===== config.mk =====
export PLATFORM = sky130hd
export DESIGN_NAME = pll_rst_seq
export DESIGN_NICKNAME = d
export VERILOG_FILES = /design/src/rtl/pll_rst_seq.sv
export SDC_FILE = /design/constraint.sdc
export NUM_CORES = 1
export LEC_CHECK = 0
export BUFFER_PORTS_ARGS = -buffer_cell sky130_fd_sc_hd__buf_2
export CORE_UTILIZATION = 35
export CTS_BUF_LIST = sky130_fd_sc_hd__clkbuf_8 sky130_fd_sc_hd__clkbuf_16
export DETAILED_ROUTE_END_ITERATION = 8
export SKIP_CTS_REPAIR_TIMING = 1
export SLEW_MARGIN = 20
export SYNTH_ARGS = -nofsm -noshare
export SYNTH_HDL_FRONTEND = slang
export SYNTH_SLANG_ARGS = --single-unit

===== constraint.sdc =====
create_clock -name clk_100m -period 3.49 [get_ports clk_100m]
set_input_delay 0.349 -clock clk_100m [delete_from_list [all_inputs] [get_ports clk_100m]]
set_output_delay 0.349 -clock clk_100m [all_outputs]
set_load 0.02 [all_outputs]

===== src/rtl/pll_rst_seq.sv =====
// pll_rst_seq: power-up and relock sequencer for the 100 MHz PLL.
// Debounces lock, stages domain reset release, retries, latches fault.
module pll_rst_seq #(
    parameter int RST_CYCLES    = 16,
    parameter int LOCK_TIMEOUT  = 100000,
    parameter int STABLE_CYCLES = 1024,
    parameter int NUM_DOMAINS   = 3,
    parameter int STAGE_GAP     = 64,
    parameter int MAX_RETRY     = 4,
    parameter int CNT_W         = 8
) (
    input  logic                   clk_100m,
    input  logic                   rst,
    input  logic                   pll_locked,
    output logic                   pll_reset,
    output logic [NUM_DOMAINS-1:0] dom_rst_n,
    output logic                   sys_ready,
    output logic                   fault,
    output logic [CNT_W-1:0]       lock_loss_cnt
);

    localparam int MAX_A = (RST_CYCLES > STAGE_GAP) ? RST_CYCLES : STAGE_GAP;
    localparam int MAX_B = (LOCK_TIMEOUT > STABLE_CYCLES) ?
                           LOCK_TIMEOUT : STABLE_CYCLES;
    localparam int MAX_C = (MAX_A > MAX_B) ? MAX_A : MAX_B;
    localparam int TW    = $clog2(MAX_C) + 1;
    localparam int RW    = $clog2(MAX_RETRY + 1);

    localparam logic [NUM_DOMAINS-1:0] DOM_LSB = NUM_DOMAINS'(1);

    typedef enum logic [2:0] {
        S_PLL_RST,
        S_WAIT_LOCK,
        S_STABLE,
        S_RELEASE,
        S_RUN,
        S_FAULT
    } state_t;

    state_t                 state_q, state_d;
    logic [TW-1:0]          tmr_q, tmr_d;
    logic [RW-1:0]          retry_q, retry_d;
    logic [RW-1:0]          retry_inc;
    logic [2:0]             sync_q, sync_d;
    logic                   pll_reset_q, pll_reset_d;
    logic [NUM_DOMAINS-1:0] dom_q, dom_d;
    logic                   ready_q, ready_d;
    logic                   fault_q, fault_d;
    logic [CNT_W-1:0]       loss_q, loss_d;
    logic                   lk;

    assign lk = sync_q[2];

    always_comb begin
        state_d     = state_q;
        tmr_d       = tmr_q;
        retry_d     = retry_q;
        pll_reset_d = pll_reset_q;
        dom_d       = dom_q;
        ready_d     = ready_q;
        fault_d     = fault_q;
        loss_d      = loss_q;
        sync_d      = {sync_q[1:0], pll_locked};
        retry_inc   = retry_q + RW'(1);

        unique case (state_q)
            S_PLL_RST: begin
                if (tmr_q == TW'(RST_CYCLES - 1)) begin
                    state_d     = S_WAIT_LOCK;
                    tmr_d       = '0;
                    pll_reset_d = 1'b0;
                end else begin
                    tmr_d = tmr_q + TW'(1);
                end
            end
            S_WAIT_LOCK: begin
                if (lk) begin
                    state_d = S_STABLE;
                    tmr_d   = '0;
                end else if (tmr_q == TW'(LOCK_TIMEOUT - 1)) begin
                    retry_d     = retry_inc;
                    tmr_d       = '0;
                    pll_reset_d = 1'b1;
                    if (retry_inc == RW'(MAX_RETRY)) begin
                        state_d = S_FAULT;
                        fault_d = 1'b1;
                    end else begin
                        state_d = S_PLL_RST;
                    end
                end else begin
                    tmr_d = tmr_q + TW'(1);
                end
            end
            S_STABLE: begin
                if (!lk) begin
                    tmr_d = '0;
                end else if (tmr_q == TW'(STABLE_CYCLES - 1)) begin
                    state_d = S_RELEASE;
                    tmr_d   = '0;
                    retry_d = '0;
                    dom_d   = DOM_LSB;
                end else begin
                    tmr_d = tmr_q + TW'(1);
                end
            end
            S_RELEASE: begin
                if (!lk) begin
                    state_d     = S_PLL_RST;
                    tmr_d       = '0;
                    pll_reset_d = 1'b1;
                    dom_d       = '0;
                end else if (dom_q[NUM_DOMAINS-1]) begin
                    state_d = S_RUN;
                    tmr_d   = '0;
                    ready_d = 1'b1;
                end else if (tmr_q == TW'(STAGE_GAP - 1)) begin
                    // shifting in ones keeps the release order monotonic
                    dom_d = (dom_q << 1) | DOM_LSB;
                    tmr_d = '0;
                end else begin
                    tmr_d = tmr_q + TW'(1);
                end
            end
            S_RUN: begin
                if (!lk) begin
                    state_d     = S_PLL_RST;
                    tmr_d       = '0;
                    retry_d     = '0;
                    pll_reset_d = 1'b1;
                    dom_d       = '0;
                    ready_d     = 1'b0;
                    if (loss_q != '1) begin
                        loss_d = loss_q + CNT_W'(1);
                    end
                end
            end
            S_FAULT: begin
                pll_reset_d = 1'b1;
                dom_d       = '0;
                ready_d     = 1'b0;
                fault_d     = 1'b1;
            end
            default: begin
                state_d     = S_PLL_RST;
                tmr_d       = '0;
                pll_reset_d = 1'b1;
                dom_d       = '0;
                ready_d     = 1'b0;
            end
        endcase
    end

    always_ff @(posedge clk_100m) begin
        if (rst) begin
            state_q     <= S_PLL_RST;
            tmr_q       <= '0;
            retry_q     <= '0;
            sync_q      <= '0;
            pll_reset_q <= 1'b1;
            dom_q       <= '0;
            ready_q     <= 1'b0;
            fault_q     <= 1'b0;
            loss_q      <= '0;
        end else begin
            state_q     <= state_d;
            tmr_q       <= tmr_d;
            retry_q     <= retry_d;
            sync_q      <= sync_d;
            pll_reset_q <= pll_reset_d;
            dom_q       <= dom_d;
            ready_q     <= ready_d;
            fault_q     <= fault_d;
            loss_q      <= loss_d;
        end
    end

    assign pll_reset     = pll_reset_q;
    assign dom_rst_n     = dom_q;
    assign sys_ready     = ready_q;
    assign fault         = fault_q;
    assign lock_loss_cnt = loss_q;

endmodule


# Word level (Yosys, flattened, before mapping)
# Index checks and enable logic that the tools add are counted.
# op_classes
n_div	0
muxes	44
shifts	0
n_reduce_logical	15
bitwise	5
addsub	3
n_eq_ne	25
n_lt_le_gt_ge	0
mul	0
# ops
operator	n
18-bit 2-to-1 mux	9
18-bit one-hot mux with 6 select lines	1
3-bit 2-to-1 mux	18
2-bit != test, second input constant	10
18-bit by 1-bit adder with 18-bit output, second input constant	1
18-bit by 10-bit == test with 1-bit output, second input constant	1
18-bit by 17-bit == test with 1-bit output, second input constant	1
18-bit by 4-bit == test with 1-bit output, second input constant	1
18-bit by 6-bit == test with 1-bit output, second input constant	1
3-bit one-hot mux with 6 select lines	1
3-bit != test, second input constant	4
3-bit one-hot mux with 4 select lines	1
4-bit AND reduction	3
6-bit AND reduction	2
1-bit 2-to-1 mux	10
3-bit == test, second input constant	3
3-bit one-hot mux with 3 select lines	1
8-bit by 1-bit adder with 8-bit output, second input constant	1
8-bit != test, second input constant	1
7-bit AND reduction	1
3-bit by 2-bit == test with 1-bit output, second input constant	2
1-bit inverter	5
5-bit AND reduction	1
1-bit one-hot mux with 4 select lines	1
other kinds (11)	12
# word_totals
output_inout_bits	14
reg_bits	41
latchBits	0
elab_cells	102
ramBits	0
memories	0
romBits	0

# Depth between registers and ports, before layout
# depth
word_depth	6
mapped_depth	8
mapped_depth_nobuf	7

# Least setup slack after synthesis
# OpenSTA, ideal clock, no wires.
# synth_timing
kind	flip-flop to flip-flop
from	register tmr_q[0]
to	register tmr_q[4]
path_buffers	1
arrival_ns	1.895
path_stages_with_launch	8
setup_slack_ns	1.478
path_cell_list	dfxtp_1 -> ha_1 -> nand4_1 -> nor3_1 -> a211o_1 -> a41oi_2 -> buf_2 -> a22o_1
# synth_between
elab_chain_len	5
elab_cells_between_ends	14
cone_classes	add/sub (1); eq/ne (4); mux (9)
# synth_lines
element	line	text
start, declared	41	logic [TW-1:0] tmr_q, tmr_d;
start signal, assigned	166	tmr_q <= tmr_d;
18-bit by 1-bit adder with 18-bit output / 18-bit by 6-bit == test with 1-bit output (equally long branches)	--	
18-bit 2-to-1 mux	116	end else if (tmr_q == TW'(STAGE_GAP - 1)) begin
18-bit 2-to-1 mux	112	end else if (dom_q[NUM_DOMAINS-1]) begin
18-bit 2-to-1 mux	107	if (!lk) begin
18-bit one-hot mux with 6 select lines *	66	unique case (state_q)
# Mark *: on every way between the ends. The rest lies on a longest branch, timed or not.
# A chain may end at the register's enable or synchronous reset.

# Final worst setup path
# layout_timing
from	register tmr_q[0]
to	register tmr_q[12]
# The elaborated chain is that of the path after synthesis.

==> impl_metrics.py <==
metrics = {
    "global_routing": {
        "grt_remaining_overflow": 0,
        "grt_start_max_net_pins": 31,
        "antenna_found_initial": 0,
        "grt_usage": 0.157,
        "grt_pass1_wl_mm": 8.16,
        "grt_pass1_vias": 1699,
    },
    "logic_synthesis": {
        "syn_area_um2": 2240,
        "ys.flop_type": "dfxtp_1",
        "yosysTopAreaCell": "dfxtp_1",
        "synthesis.nets": 280,
        "ys_top_cells_by_area": "dfxtp_1 (37%), nor2_1 (6.2%), nand3_1 (4.9%)",
        "synth_seq_area_share": 0.367,
        "synth_top_area_frac": 0.367,
        "ys_warn_count": 0,
        "ys_ff_latch": 41,
        "synth-async-reset-ratio": 0,
        "post_synth.cell_area_avg_um2": 8.19,
        "synth.distinct_cells": 50,
        "synth-edff-count": 0,
        "syn_inst": 273,
    },
    "route": {
        "final_antenna_net_count": 0,
        "drcViolationCount": 0,
        "drt_iter0_drc": 156,
        "routed_wl_mm": 4.89,
        "via_per_inst": 5.37,
        "dr_total_vias": 1923,
        "first_pass_iters": 4,
        "wl_per_cell_um": 13.7,
    },
    "pwr": {
        "internal_power_w": 0.000750,
        "p_clk_frac": 0.404,
        "pwr-share-seq": 0.496,
        "switchingPower_w": 0.000252,
        "power_frac_comb": 0.101,
        "power_density_nw_per_um2": 407,
        "swShare": 0.251,
        "vdd_drop_max_uv": 244,
        "p_leak_nw": 0.870,
    },
    "worst_hold_path": {
        "min_path_cells": 2,
        "hp-class": "input pin to register",
        "hold_end": "sync_q[0]",
        "min_from": "pll_locked",
    },
    "clock_tree": {
        "clk_path_buf_depth": 2,
        "cts_tree": "yes",
        "ctsRootBufferMaster": "clkbuf_8",
        "h-tree-depth": 2,
        "cts.sinks": 41,
        "cts.clk_slew.worst_paths_ps": 80,
        "insertion_delay_ps": 290,
        "cts_made_buffers": 5,
    },
    "layout": {
        "diodes": 0,
        "area_growth_pct": 9.96,
        "most-common-layout-cells": "dfxtp_1 (41), nor2_1 (37), nand2_1 (28)",
        "drive_gt1_frac": 0.120,
        "nets": 289,
        "layout_commonest_cell": "dfxtp_1",
    },
    "setup_path": {
        "reg2reg_depth": 7,
        "worstSetupEndpointType": "register",
        "cp-start-kind": "register",
        "worst_ep_required_time_ps": 3680,
        "critPathKind": "register to register",
        "reg2reg_from": "tmr_q[0]",
        "path_cells": "ha_1, nand4_1, nor3_1, a211o_1, a41oi_2, a21o_1, a22o_1",
        "critPathSlowestCell": "nor3_1",
        "worstReg2RegEnd": "tmr_q[12]",
        "critPathMaxFanout": 15,
        "startpoint": "tmr_q[0]",
        "slowest_delay_ps": 600,
        "rrSetupSlack_ps": 830,
        "cp.arrival_ps": 2850,
    },
    "floorplan": {
        "num_rows": 28,
        "start_util": 0.371,
        "die_w_um": 82.0,
        "core-area_um2": 6030,
        "dieArea_um2": 6720,
        "fp.dieH_um": 82.0,
        "io_pins": 17,
    },
    "sta": {
        "relSlewSlack": 0.511,
        "period_share": 0.763,
        "period_needed_ps": 2660,
        "clock_skew_ps": 6.31,
        "finalSetupViolations": 0,
        "tightest_slew_ps": 733,
        "fin_setup_tns_ps": 0,
        "rsz0062_at_grt": "no",
        "fmax_ghz": 0.376,
        "slew_viol_final": 0,
        "hold_viol": 0,
        "fin_ws_ps": 829,
    },
    "placed_design": {
        "dpl.hpwl_mm": 3.36,
        "gp_congestion": 0.810,
        "port_buffers": 16,
        "preCtsSetupSlack_ps": 822,
    },
    "flow_run": {
        "drv_cap": 0,
    },
    "outcome": {
        "status": "finished, final reports clean",
    },
}
[area by class of cell]
type / count / area [um^2]
clock buffers: 6 / 82.6
flip-flops and latches: 41 / 821
clock inverters: 2 / 37.5
repair buffers: 17 / 87.6
multi-input cells: 209 / 1310
fillers: 628 / 3570
inverters: 8 / 30.0
well taps: 75 / 93.8
[Yosys cell counts (5+ instances only)]
| library cell | instances |
|---|---|
| buf_2 | 5 |
| xnor2_1 | 6 |
| inv_1 | 8 |
| nor2_1 | 37 |
| nand3_1 | 22 |
| o21ai_0 | 11 |
| or3_1 | 5 |
| a21oi_1 | 11 |
| dfxtp_1 | 41 |
| xor2_1 | 6 |
| clkbuf_1 | 7 |
| nand2_1 | 28 |
| nand4_1 | 6 |
| mux2i_1 | 6 |
[layer usage]
| layer | up-vias | part of all wire | global-route usage | wire length (um) |
|---|---|---|---|---|
| met3 | 4 | 0.034 | 0.0300 | 168 |
| met2 | 44 | 0.43 | 0.235 | 2110 |
| met5 | - | 0 | 0 | 0 |
| met4 | 0 | 0.012 | 0.0421 | 57 |
| li1 | 999 | - | - | - |
| met1 | 876 | 0.52 | 0.228 | 2560 |
[state kept, by name, summed over array words and instances (netlist names)]
| register | cells |
|---|---|
| dom_rst_n | 3 |
| lock_loss_cnt | 8 |
| tmr_q | 18 |
| pll_reset | 1 |
| retry_q | 3 |
| state_q | 3 |
| sys_ready | 1 |
| fault | 1 |
| sync_q | 3 |
[cell families (layout without fill, tap and decap cells)]
family / count (synthesis) / in the layout / synth area share
flops: 41 / 41 / 0.367
fa+ha+maj: 4 / 4 / 0.0224
simple gates: 130 / 130 / 0.301
mux: 6 / 6 / 0.0268
buf+inv: 23 / 33 / 0.0487
xor+xnor: 12 / 12 / 0.0470
compound gates: 57 / 57 / 0.187
[power groups by stage]
stage               Sequential [W]  Combinational (W)  Clock (W)
finish                    0.000497           0.000101   0.000405
global route              0.000500           0.000112   0.000433
CTS                       0.000496           0.000101   0.000415
detailed placement        0.000508           0.000100          0
global placement          0.000508           0.000101          0
floorplan                 0.000501          0.0000845          0
[how the worst max path moves through the flow]
stage / depth (start not counted) / slack, ps / end
global placement: 7 / 850 / tmr_q[4]
floorplan: 7 / 1480 / tmr_q[4]
finish: 7 / 830 / tmr_q[12]
CTS: 7 / 790 / tmr_q[4]
detailed placement: 7 / 820 / tmr_q[4]
global route: 7 / 560 / tmr_q[8]
[worst max-delay path: cells and delay by family (launching register included)]
| family | cells | cell delay (ps) |
|---|---|---|
| AOI/OAI and AO/OA | 4 | 1140 |
| and+or+nand+nor | 2 | 750 |
| DFF | 1 | 410 |
| adders and majority gates | 1 | 260 |
[stage by stage]
stage	cell area, um^2	power (W)	hold WS, ps	utilization	cells
global placement	2340	0.000608	417	0.388	350
floorplan	2240	0.000585	414	-	273
global route	2460	0.00105	286	0.408	358
finish	2460	0.00100	271	0.408	358
CTS	2460	0.00101	263	0.408	358
detailed placement	2340	0.000608	426	0.388	350
Power figures use the tool's default switching activity.
